$ cat src/rtl/qspi_fetch_buffer.sv
// qspi_fetch_buffer: single-line read buffer in front of qspi_controller.
// Serves hits from the buffered line. A miss refills the whole line, critical word first.
module qspi_fetch_buffer #(
  parameter int unsigned ADDR_W     = 32,
  parameter int unsigned LINE_WORDS = 4
) (
  input  logic              s_pclk,
  input  logic              s_presetn,
  input  logic              req_valid,
  output logic              req_ready,
  input  logic [ADDR_W-1:0] req_addr,
  output logic              rsp_valid,
  output logic [31:0]       rsp_data,
  input  logic              flush,
  output logic [ADDR_W-1:0] m_paddr,
  output logic              m_psel,
  output logic              m_pwrite,
  input  logic              m_pready,
  input  logic [31:0]       m_prdata
);

  localparam int unsigned DATA_W = 32;
  localparam int unsigned IDX_W  = $clog2(LINE_WORDS);
  localparam int unsigned TAG_W  = ADDR_W - IDX_W - 2;

  typedef enum logic [2:0] {
    IDLE      = 3'd0,
    HIT       = 3'd1,
    REQ       = 3'd2,
    WAIT_ACK  = 3'd3,
    WAIT_DROP = 3'd4
  } state_e;

  state_e                           state_q, state_d;
  logic                             line_valid_q, line_valid_d;
  logic [LINE_WORDS-1:0]            word_valid_q, word_valid_d;
  logic [LINE_WORDS-1:0][DATA_W-1:0] words_q, words_d;
  logic [TAG_W-1:0]                 tag_q, tag_d;
  logic [IDX_W-1:0]                 fill_idx_q, fill_idx_d;
  logic [IDX_W-1:0]                 req_idx_q, req_idx_d;
  logic [IDX_W-1:0]                 cnt_q, cnt_d;
  logic                             pend_q, pend_d;
  logic                             abort_q, abort_d;
  logic                             req_ready_q, req_ready_d;
  logic                             rsp_valid_q, rsp_valid_d;
  logic [DATA_W-1:0]                rsp_data_q, rsp_data_d;
  logic                             m_psel_q, m_psel_d;
  logic [ADDR_W-1:0]                m_paddr_q, m_paddr_d;

  logic [TAG_W-1:0] req_tag;
  logic [IDX_W-1:0] req_idx;
  logic             unused_addr_lsb;

  assign req_tag         = req_addr[ADDR_W-1 -: TAG_W];
  assign req_idx         = req_addr[IDX_W+1:2];
  assign unused_addr_lsb = ^req_addr[1:0];

  // A flush in the same cycle as a request wins, so the handshake is masked by it.
  assign req_ready = req_ready_q & ~flush;
  assign rsp_valid = rsp_valid_q;
  assign rsp_data  = rsp_data_q;
  assign m_psel    = m_psel_q;
  assign m_paddr   = m_paddr_q;
  assign m_pwrite  = 1'b0;

  // Next-state and registered-output logic for the lookup/refill sequencer.
  always_comb begin
    state_d      = state_q;
    line_valid_d = line_valid_q;
    word_valid_d = word_valid_q;
    words_d      = words_q;
    tag_d        = tag_q;
    fill_idx_d   = fill_idx_q;
    req_idx_d    = req_idx_q;
    cnt_d        = cnt_q;
    pend_d       = pend_q;
    abort_d      = abort_q;
    rsp_valid_d  = 1'b0;
    rsp_data_d   = rsp_data_q;
    m_psel_d     = m_psel_q;
    m_paddr_d    = m_paddr_q;

    case (state_q)
      IDLE: begin
        if (flush) begin
          line_valid_d = 1'b0;
        end else if (req_valid && req_ready_q) begin
          if (line_valid_q && (tag_q == req_tag) && word_valid_q[req_idx]) begin
            rsp_valid_d = 1'b1;
            rsp_data_d  = words_q[req_idx];
            state_d     = HIT;
          end else begin
            line_valid_d = 1'b0;
            word_valid_d = '0;
            tag_d        = req_tag;
            fill_idx_d   = req_idx;
            req_idx_d    = req_idx;
            cnt_d        = '0;
            pend_d       = 1'b1;
            abort_d      = 1'b0;
            state_d      = REQ;
          end
        end
      end

      HIT: begin
        if (flush) line_valid_d = 1'b0;
        state_d = IDLE;
      end

      REQ: begin
        // No transfer is on the bus yet, so a flush here can leave immediately.
        if (flush) begin
          line_valid_d = 1'b0;
          pend_d       = 1'b0;
          abort_d      = 1'b0;
          state_d      = IDLE;
        end else begin
          m_psel_d  = 1'b1;
          m_paddr_d = {tag_q, fill_idx_q, 2'b00};
          state_d   = WAIT_ACK;
        end
      end

      WAIT_ACK: begin
        if (flush) abort_d = 1'b1;
        if (m_pready) begin
          m_psel_d = 1'b0;
          pend_d   = 1'b0;
          state_d  = WAIT_DROP;
          if (!(abort_q || flush)) begin
            words_d[fill_idx_q]      = m_prdata;
            word_valid_d[fill_idx_q] = 1'b1;
            if (pend_q && (fill_idx_q == req_idx_q)) begin
              rsp_valid_d = 1'b1;
              rsp_data_d  = m_prdata;
            end
          end
        end
      end

      WAIT_DROP: begin
        if (flush) abort_d = 1'b1;
        if (!m_pready) begin
          if (abort_q || flush) begin
            line_valid_d = 1'b0;
            abort_d      = 1'b0;
            pend_d       = 1'b0;
            state_d      = IDLE;
          end else if (cnt_q == IDX_W'(LINE_WORDS - 1)) begin
            line_valid_d = 1'b1;
            state_d      = IDLE;
          end else begin
            fill_idx_d = fill_idx_q + IDX_W'(1);
            cnt_d      = cnt_q + IDX_W'(1);
            state_d    = REQ;
          end
        end
      end

      default: state_d = IDLE;
    endcase

    req_ready_d = (state_d == IDLE);
  end

  // State and output registers.
  always_ff @(posedge s_pclk or negedge s_presetn) begin
    if (!s_presetn) begin
      state_q      <= IDLE;
      line_valid_q <= 1'b0;
      word_valid_q <= '0;
      words_q      <= '0;
      tag_q        <= '0;
      fill_idx_q   <= '0;
      req_idx_q    <= '0;
      cnt_q        <= '0;
      pend_q       <= 1'b0;
      abort_q      <= 1'b0;
      req_ready_q  <= 1'b0;
      rsp_valid_q  <= 1'b0;
      rsp_data_q   <= '0;
      m_psel_q     <= 1'b0;
      m_paddr_q    <= '0;
    end else begin
      state_q      <= state_d;
      line_valid_q <= line_valid_d;
      word_valid_q <= word_valid_d;
      words_q      <= words_d;
      tag_q        <= tag_d;
      fill_idx_q   <= fill_idx_d;
      req_idx_q    <= req_idx_d;
      cnt_q        <= cnt_d;
      pend_q       <= pend_d;
      abort_q      <= abort_d;
      req_ready_q  <= req_ready_d;
      rsp_valid_q  <= rsp_valid_d;
      rsp_data_q   <= rsp_data_d;
      m_psel_q     <= m_psel_d;
      m_paddr_q    <= m_paddr_d;
    end
  end

endmodule

$ cat config.mk
export PLATFORM = sky130hd
export DESIGN_NAME = qspi_fetch_buffer
export DESIGN_NICKNAME = d
export VERILOG_FILES = /design/src/rtl/qspi_fetch_buffer.sv
export SDC_FILE = /design/constraint.sdc
export NUM_CORES = 1
export LEC_CHECK = 0
export BUFFER_PORTS_ARGS = -buffer_cell sky130_fd_sc_hd__buf_4
export CAP_MARGIN = 0
export CORE_UTILIZATION = 35
export CTS_CLUSTER_SIZE = 20
export DETAILED_ROUTE_END_ITERATION = 8
export GPL_TIMING_DRIVEN = 0
export SLEW_MARGIN = 15
export SYNTH_ARGS = -nofsm -noshare
export SYNTH_HDL_FRONTEND = slang
export SYNTH_SLANG_ARGS = --single-unit
$ cat constraint.sdc
create_clock -name s_pclk -period 2.7 [get_ports s_pclk]
set_input_delay 0.54 -clock s_pclk [delete_from_list [all_inputs] [get_ports s_pclk]]
set_output_delay 0.54 -clock s_pclk [all_outputs]
set_load 0.01 [all_outputs]
==> results of run 1 <==
==> logic make-up after synthesis <==
group | after synthesis | synth area share
adder cells (fa/ha/maj) | 6 | 0.00668
multiplexers | 253 | 0.299
XOR/XNOR | 29 | 0.0234
buffers and inverters | 51 | 0.0257
other | 1 | 0.000345
flip-flops | 237 | 0.546
AND/OR/NAND/NOR | 170 | 0.0734
AO/OA/AOI/OAI | 41 | 0.0254
==> placed cells by master, fill, tap and decap left out, types with 6 or more instances in the layout <==
master	instances
a21oi_1	12
buf_2	16
buf_4	132
buf_6	7
clkbuf_1	25
clkbuf_16	28
dfrtp_1	237
inv_1	6
mux2_1	7
mux2_2	200
mux2_4	10
mux4_2	33
nand2_1	117
nor2_1	8
nor3_1	6
o21ai_0	7
xnor2_1	21
xor2_1	8
==> final timing paths <==
path | start | end | slack [ps] | depth (start not counted)
max | tag_q[24] | rsp_data[23] | 230 | 7
min | req_addr[25] | tag_q[21] | 220 | 3
max reg2reg | tag_q[24] | rsp_data[23] | 230 | 7
min reg2reg | m_psel | m_psel | 470 | 1
max in group asynchronous | s_presetn | words_q[87] | 970 | 4
min in group asynchronous | s_presetn | m_paddr[4] | 530 | 2
==> stage by stage <==
step / setup slack (ps) / utilization / hold slack [ps] / std cells / TNS (ps)
after floorplan: 486 / - / 244 / 790 / 0
after global placement: -947 / 0.403 / 463 / 1315 / -225970
after detailed placement: -222 / 0.405 / 467 / 1317 / -8290
after CTS: 26.7 / 0.435 / 198 / 1365 / 0
after global routing: 57.3 / 0.435 / 222 / 1365 / 0
final: 226 / 0.435 / 221 / 1365 / 0
==> per-layer routing <==
layer	vias up	routed length, um	global-route usage
met3	32	1090	0.0269
li1	3137	-	-
met4	0	500	0.0466
met2	123	11600	0.253
met5	-	0	0
met1	3439	11200	0.222
==> sequential cells by signal (all words and copies together), names as in the netlist <==
register,count
tag_q,28
state_q,3
fill_idx_q,2
word_valid_q,4
line_valid_q,1
rsp_valid,1
cnt_q,2
m_psel,1
req_idx_q,2
abort_q,1
req_ready_q,1
rsp_data,32
pend_q,1
m_paddr,30
words_q,128
==> worst min-delay path: cells and delay by family <==
family                 cells  cell delay, ps
AND/OR/NAND/NOR            2              90
buffers and inverters      1              90
==> area by class of cell <==
class,count,area (um2)
sequential,237,5930
multi-input combinational,502,4670
clock inverter,6,95.1
tap,396,495
inverter,6,22.5
clock buffer,41,800
timing repair buffer,132,1040
buffer,45,256
fill,2865,17300
==> power groups by stage <==
stage | combinational, mW | sequential (mW) | clock [mW]
final | 3.21 | 5.07 | 3.69
after floorplan | 1.90 | 5.17 | 0
after global placement | 3.20 | 5.10 | 0
after CTS | 3.27 | 5.07 | 3.80
after global routing | 3.54 | 5.20 | 3.96
after detailed placement | 3.26 | 5.13 | 0
==> repair_timing <==
| action | in CTS | in global routing |
|---|---|---|
| hold endpoints to repair | 63 | 0 |
| resized for setup | 0 | 1 |
| setup endpoints to repair | 0 | 30 |
| hold buffers | 1 | 0 |
==> results.py, run 1 <==
metrics = {
    "layout": {
        "antenna_cells": 0,
        "syn_to_final_growth_pct": 22.5,
        "finalInstanceArea_um2": 13300,
        "layout-drive-gt1-share": 0.466,
        "nets": 1026,
    },
    "timing": {
        "post-route-period-util": 0.916,
        "rsz0062_at_grt": "no",
        "hold_viol_final": 0,
        "drv_slew": 0,
        "slew-limit-headroom": 0.490,
        "skew_ps": 18.6,
        "setup_viol": 0,
        "worstMarginPinSlew_ps": 764,
        "max_freq_mhz": 404,
        "fin_crit_ps": 2470,
    },
    "die": {
        "core_area_um2": 30600,
        "dieArea_um2": 31800,
        "io_pins": 137,
        "start_util": 0.355,
        "fp.dieH_um": 178,
        "rows": 64,
        "die_x_um": 178,
    },
    "synthesis": {
        "synth-edff-count": 0,
        "synth_seq_cells": 237,
        "yosys_warnings": 0,
        "syn_area_um2": 10900,
        "synth_flop_cell": "dfrtp_1",
        "yosysUniqueCellTypes": 58,
        "syn_avg_cell_area_um2": 13.8,
        "syn_inst": 788,
        "synthArstFlopShare": 1.00,
        "synth.area.top_cells": "dfrtp_1, mux2_2, mux4_2",
        "yosysMostFrequentCell": "dfrtp_1",
        "synth_top_cell_area_share": 0.546,
        "yosysTopAreaCell": "dfrtp_1",
        "yosysSeqAreaShare": 0.546,
        "yosys-top-cells-count": "dfrtp_1, mux2_2, nand2_1",
    },
    "drt": {
        "drt_iter0_drc": 357,
        "drcViolationCount": 0,
        "wl_um": 24400,
        "dr.pass1.iters": 6,
        "routedWlPerCell_um": 17.9,
        "vias_per_cell": 4.93,
        "num_vias": 6731,
        "postRouteAntennaNets": 0,
    },
    "worst_setup_path": {
        "crit_slowest_cell": "nor4_2",
        "crit_type": "flop to flop",
        "path_cells": "xnor2_1 -> nand4_1 -> nor4_2 -> nand3_2 -> a21oi_4 -> buf_6 -> mux2_2",
        "critPathCaptureType": "flop",
        "cpLargestDelayFamily": "simple AND/OR/NAND/NOR gates",
        "crit_path_max_fanout": 10,
        "critPathMaxStageDelay_ps": 430,
        "crit_required_ps": 3120,
        "cp_num_buf_inv": 1,
        "worst_setup_path_start_kind": "flop",
        "arrival_ps": 2890,
    },
    "worst_hold_path": {
        "hp-class": "input pin to flop",
    },
    "power": {
        "combPwrFrac": 0.268,
        "internal_power_mw": 8.54,
        "p_seq_frac": 0.423,
        "p_sw_frac": 0.287,
        "p_switching_mw": 3.43,
        "vdd_drop_max_mv": 0.453,
        "fin_total_pwr_mw": 12.0,
        "p_leak_nw": 6.54,
        "p_clk_frac": 0.308,
        "power.density_nw_per_um2": 899,
    },
    "run_status": {
        "status": "finished, final reports clean",
    },
    "clock_tree": {
        "post_cts_buffers": 0,
        "cts_inserted_buffers": 28,
        "clk_latency_ps": 550,
        "root_buffer": "clkbuf_16",
        "htree_levels": 1,
        "cts.clk_slew.worst_paths_ps": 60,
        "clkSinkCount": 237,
        "cts_tree": "built",
        "clock_path_buffers": 3,
    },
    "global_route": {
        "antenna_found_initial": 0,
        "grt_pass1_wl_um": 39100,
        "grt_use_total": 0.159,
        "grt_max_degree": 92,
        "grt_pass1_vias": 6992,
        "grt.overflow.total": 0,
    },
    "placement": {
        "place_congestion": 0.831,
        "place_area_um2": 12400,
        "portBuffers": 129,
        "hpwl_um": 16200,
    },
    "flow_run": {
        "max_cap_viol_count": 0,
    },
}
Power figures use the tool's default switching activity.
==> run 2: changes to the inputs <==
--- a/config.mk
+++ b/config.mk
@@ -7,10 +7,12 @@
 export LEC_CHECK = 0
 export BUFFER_PORTS_ARGS = -buffer_cell sky130_fd_sc_hd__buf_4
 export CAP_MARGIN = 0
+export CORE_MARGIN = 3
 export CORE_UTILIZATION = 35
 export CTS_CLUSTER_SIZE = 20
 export DETAILED_ROUTE_END_ITERATION = 8
 export GPL_TIMING_DRIVEN = 0
+export SKIP_LAST_GASP = 1
 export SLEW_MARGIN = 15
 export SYNTH_ARGS = -nofsm -noshare
 export SYNTH_HDL_FRONTEND = slang
==> run 2 against run 1 <==
Via count increased by 0.42%. Non-clock buffer count did not move. Critical path type unchanged. Core utilization is 0.84 points higher. Critical endpoint is now rsp_data[28]. First-iteration DRC count fell by 10%. Fmax is 1.4% lower.
==> results.py, run 2 (synthesis results as in run 1) <==
metrics = {
    "run_status": {
        "status": "finished, final reports clean",
    },
    "layout": {
        "final_cell_mix": "dfrtp_1, mux2_2, buf_4",
        "nets": 1026,
        "largest_reg_flops": 128,
        "top_register": "words_q",
        "antenna_cells": 0,
        "finalInstanceArea_um2": 13400,
        "fillers": 2794,
        "syn_to_final_growth_pct": 22.9,
        "layout-drive-gt1-share": 0.471,
        "final_common_cell": "dfrtp_1",
    },
    "worst_setup_path": {
        "crit_path_max_fanout": 10,
        "crit_required_ps": 3120,
        "rrSetupSlack_ps": 190,
        "rr_worst_depth": 7,
        "critPathCaptureType": "flop",
        "crit_slowest_cell": "nor4_2",
        "critPathMaxStageDelay_ps": 450,
        "worst_setup_path_start_kind": "flop",
        "rr_endpoint": "rsp_data[28]",
        "timing.rr.start": "tag_q[27]",
        "arrival_ps": 2930,
        "crit_type": "flop to flop",
        "path_cells": "xnor2_1 -> nand4_1 -> nor4_2 -> nand3_2 -> a21oi_4 -> buf_6 -> mux2_2",
    },
    "clock_tree": {
        "root_buffer": "clkbuf_16",
        "clkSinkCount": 237,
        "htree_levels": 1,
        "clk_latency_ps": 540,
        "cts_inserted_buffers": 28,
        "cts.clk_slew.worst_paths_ps": 60,
        "clock_path_buffers": 3,
        "cts_tree": "built",
    },
    "die": {
        "core_area_um2": 30100,
        "io_pins": 137,
        "fp.dieH_um": 182,
        "dieArea_um2": 33200,
        "die_x_um": 182,
        "rows": 63,
        "start_util": 0.361,
    },
    "timing": {
        "setup_viol": 0,
        "final.setup.tns_ps": 0,
        "whs_ps": 220,
        "skew_ps": 14.6,
        "max_freq_mhz": 398,
        "fin_crit_ps": 2510,
        "slew-limit-headroom": 0.518,
        "hold_viol_final": 0,
        "worstMarginPinSlew_ps": 723,
        "drv_slew": 0,
        "post-route-period-util": 0.929,
        "rsz0062_at_grt": "no",
    },
    "power": {
        "vdd_drop_max_mv": 0.444,
        "p_leak_nw": 6.57,
        "power.density_nw_per_um2": 909,
        "fin_total_pwr_mw": 12.1,
    },
    "drt": {
        "dr.pass1.iters": 4,
        "drcViolationCount": 0,
        "num_vias": 6759,
        "routedWlPerCell_um": 18.3,
        "postRouteAntennaNets": 0,
        "vias_per_cell": 4.97,
        "drt_iter0_drc": 320,
        "wl_um": 24900,
    },
    "flow_run": {
        "max_cap_viol_count": 0,
    },
    "placement": {
        "place_area_um2": 12400,
        "hpwl_um": 16500,
        "place_congestion": 0.792,
        "portBuffers": 129,
    },
    "global_route": {
        "grt_use_total": 0.152,
        "grt_pass1_vias": 7185,
        "grt_pass1_wl_um": 40600,
        "antenna_found_initial": 0,
        "grt.overflow.total": 0,
        "grt_max_degree": 100,
    },
    "worst_hold_path": {
        "whs_endpoint": "tag_q[21]",
        "hp-class": "input pin to flop",
        "hold_depth": 3,
        "hold_path.startpoint": "req_addr[25]",
    },
}
run 2: changes by cell type in the layout (fill, tap and decap cells not counted), sizes merged:
| cell | previous run | this run |
|---|---|---|
| bufinv | 2 | 4 |
| clkinv | 4 | 8 |
| clkbuf | 58 | 54 |
run 2: worst max path at each step:
stage	cells after the start	end	slack, ps	startpoint
after floorplan	7	rsp_data[21]	490	req_addr[31]
after global placement	1	rsp_data[5]	-960	s_presetn
after detailed placement	8	rsp_data[10]	-230	req_addr[31]
after CTS	7	rsp_data[28]	40	tag_q[27]
after global routing	7	rsp_data[28]	30	tag_q[27]
final	7	rsp_data[28]	190	tag_q[27]
run 2: cell type report:
cell class / instances / area [um2] / area share
sequential: 237 / 5930 / 0.444
multi-input combinational: 502 / 4680 / 0.350
timing repair buffer: 132 / 1040 / 0.0779
clock buffer: 37 / 764 / 0.0572
tap: 390 / 488 / 0.0365
buffer: 45 / 256 / 0.0192
clock inverter: 12 / 175 / 0.0131
inverter: 6 / 22.5 / 0.00169
run 2: through the flow:
stage / std cells / util / setup WS [ps]
detailed placement: 1311 / 0.412 / -231
global placement: 1309 / 0.410 / -958
floorplan: 790 / - / 486
CTS: 1361 / 0.443 / 35.4
finish: 1361 / 0.444 / 191
global route: 1361 / 0.444 / 31.5
run 2: routing by layer:
metal,up-vias,GRT usage,part of all wire
li1,3142,-,-
met1,3476,0.211,0.46
met2,107,0.247,0.48
met3,34,0.0273,0.039
met4,0,0.0375,0.023
met5,-,0,0
run 2: power by group:
part | internal [mW] | switching (mW)
registers | 4.48 | 0.586
logic | 1.83 | 1.40
clock network | 2.36 | 1.49
run 2: worst max-delay path: cells and delay by family, from the launching register on:
family,cells,cell delay [ps]
mux,1,340
buf+inv,1,230
simple gates,3,880
flops,1,400
compound gates,1,350
xor+xnor,1,180
run 2: timing repair:
item | CTS | global route
endpoints found under the setup margin | 0 | 31
buffers inserted | 0 | 0
gates resized for setup | 0 | 2
endpoints found under the hold margin | 67 | 0
hold buffers | 1 | 0
==> run 3: changes to the inputs <==
--- a/config.mk
+++ b/config.mk
@@ -8,10 +8,12 @@
 export BUFFER_PORTS_ARGS = -buffer_cell sky130_fd_sc_hd__buf_4
 export CAP_MARGIN = 0
 export CORE_MARGIN = 3
-export CORE_UTILIZATION = 35
+export CORE_UTILIZATION = 58
 export CTS_CLUSTER_SIZE = 20
 export DETAILED_ROUTE_END_ITERATION = 8
 export GPL_TIMING_DRIVEN = 0
+export HOLD_SLACK_MARGIN = 0.05
+export PLACE_DENSITY = 0.8
 export SKIP_LAST_GASP = 1
 export SLEW_MARGIN = 15
 export SYNTH_ARGS = -nofsm -noshare
==> run 3 against run 2 <==
Clock skew decreased by 4.7 ps. Sequential share of layout area up 0.79 points. Cell area down 1.8%. Combinational power hardly changed. First-iteration DRC count up 5.9%. Routed wire length down 5.9%. Non-clock buffer count stayed put. Fmax grew 1.2%. Critical path depth unchanged. Total power is 0.69% lower. Final cell count is 12% lower. Register-to-register slack better by 30 ps. Critical path type unchanged. Largest power group unchanged.
==> results.py, run 3 (synthesis results as in run 1) <==
metrics = {
    "die": {
        "rows": 49,
        "fp.dieH_um": 143,
        "die_x_um": 143,
        "start_util": 0.597,
        "io_pins": 137,
        "dieArea_um2": 20400,
        "core_area_um2": 18200,
    },
    "timing": {
        "drv_slew": 0,
        "max_freq_mhz": 403,
        "post-route-period-util": 0.918,
        "rsz0062_at_grt": "no",
        "worstMarginPinSlew_ps": 697,
        "skew_ps": 9.88,
        "slew-limit-headroom": 0.535,
        "hold_viol_final": 0,
        "setup_viol": 0,
        "fin_crit_ps": 2480,
        "final.setup.tns_ps": 0,
    },
    "power": {
        "vdd_drop_max_mv": 0.611,
        "power.density_nw_per_um2": 919,
        "fin_total_pwr_mw": 12.1,
        "p_leak_nw": 6.56,
    },
    "layout": {
        "nets": 1024,
        "syn_to_final_growth_pct": 20.7,
        "layout-drive-gt1-share": 0.470,
        "final_common_cell": "dfrtp_1",
        "top_register": "words_q",
        "largest_reg_flops": 128,
        "fillers": 1226,
        "antenna_cells": 0,
        "multi_input_area_um2": 4670,
        "final_cell_mix": "dfrtp_1, mux2_2, buf_4",
        "regArea_um2": 5930,
        "finalInstanceArea_um2": 13100,
    },
    "global_route": {
        "grt_use_met3": 0.0335,
        "grt_use_total": 0.236,
        "grt_pass1_vias": 7237,
        "grt.overflow.total": 0,
        "grt_max_degree": 91,
        "antenna_found_initial": 0,
        "grt_pass1_wl_um": 38200,
        "use_met1": 0.324,
        "grt_use_met2": 0.399,
        "top_usage_layer": "met2",
    },
    "clock_tree": {
        "post_cts_buffers": 0,
        "clock_path_buffers": 3,
        "root_buffer": "clkbuf_16",
        "clk_latency_ps": 520,
        "cts_tree": "built",
        "htree_levels": 1,
        "clkSinkCount": 237,
        "cts.clk_slew.worst_paths_ps": 60,
        "cts_inserted_buffers": 26,
    },
    "placement": {
        "portBuffers": 129,
        "place_congestion": 0.866,
        "place_area_um2": 12200,
        "hpwl_um": 15500,
    },
    "worst_setup_path": {
        "arrival_ps": 2880,
        "timing.rr.start": "tag_q[24]",
        "crit_type": "flop to flop",
        "rrSetupSlack_ps": 220,
        "worst_setup_path_start_kind": "flop",
        "crit_path_max_fanout": 10,
        "rr_endpoint": "rsp_data[18]",
        "crit_required_ps": 3100,
        "rr_worst_depth": 7,
        "critPathCaptureType": "flop",
    },
    "drt": {
        "num_vias": 6854,
        "vias_per_cell": 5.73,
        "dr.pass1.iters": 4,
        "drcViolationCount": 0,
        "routedWlPerCell_um": 19.6,
        "postRouteAntennaNets": 0,
        "drt_iter0_drc": 339,
        "wl_um": 23400,
    },
    "run_status": {
        "status": "finished, final reports clean",
    },
    "flow_run": {
        "max_cap_viol_count": 0,
    },
    "worst_hold_path": {
        "hp-class": "input pin to flop",
        "whs_endpoint": "tag_q[9]",
        "hold_path.startpoint": "req_addr[13]",
        "hold_depth": 3,
    },
}
[run 3: final cells by class]
type,instances,area share
Sequential cell,237,0.452
Multi-Input combinational cell,502,0.356
Clock buffer,36,0.0579
Timing Repair Buffer,132,0.0793
Buffer,45,0.0195
Clock inverter,10,0.0117
Tap cell,229,0.0218
Inverter,6,0.00172
[run 3: how the worst max path moves through the flow]
| stage | from | to |
|---|---|---|
| 6_report | tag_q[24] | rsp_data[18] |
| 5_1_grt | tag_q[25] | rsp_data[18] |
| 4_1_cts | tag_q[24] | rsp_data[22] |
| 3_5_place_dp | req_addr[28] | rsp_data[4] |
| 3_3_place_gp | s_presetn | words_q[109] |
| 2_1_floorplan | req_addr[31] | rsp_data[21] |
[run 3: report_power, final]
part	leakage, nW	internal, mW	switching, mW	total, mW
Clock	0.454	2.34	1.40	3.73
Sequential	3.15	4.48	0.621	5.10
Combinational	2.95	1.83	1.40	3.23
[run 3: repair_timing]
action,in CTS,in global routing
endpoints found under the setup margin,0,2
gates resized for setup,0,1
hold endpoints to repair,76,0
hold buffers,1,0
[run 3: routing by layer]
layer / part of all wire / vias to the layer above
li1: - / 3121
met1: 0.44 / 3540
met4: 0.020 / 0
met2: 0.50 / 153
met5: 0 / -
met3: 0.041 / 40
[run 3: through the flow]
stage,setup slack (ps),cells,hold slack [ps],utilization
global placement,-765,1148,462,0.666
floorplan,486,790,244,-
finish,220,1197,230,0.721
global route,74.8,1197,223,0.721
CTS,123,1197,216,0.720
detailed placement,-120,1150,476,0.670
[run 3: worst max-delay path, cell delays in order (launching register included)]
cell,delay [ps]
dfrtp_1,410
xnor2_1,190
nand4_1,220
nor4_2,390
nand3_2,240
a21oi_4,340
buf_6,210
mux2_2,350
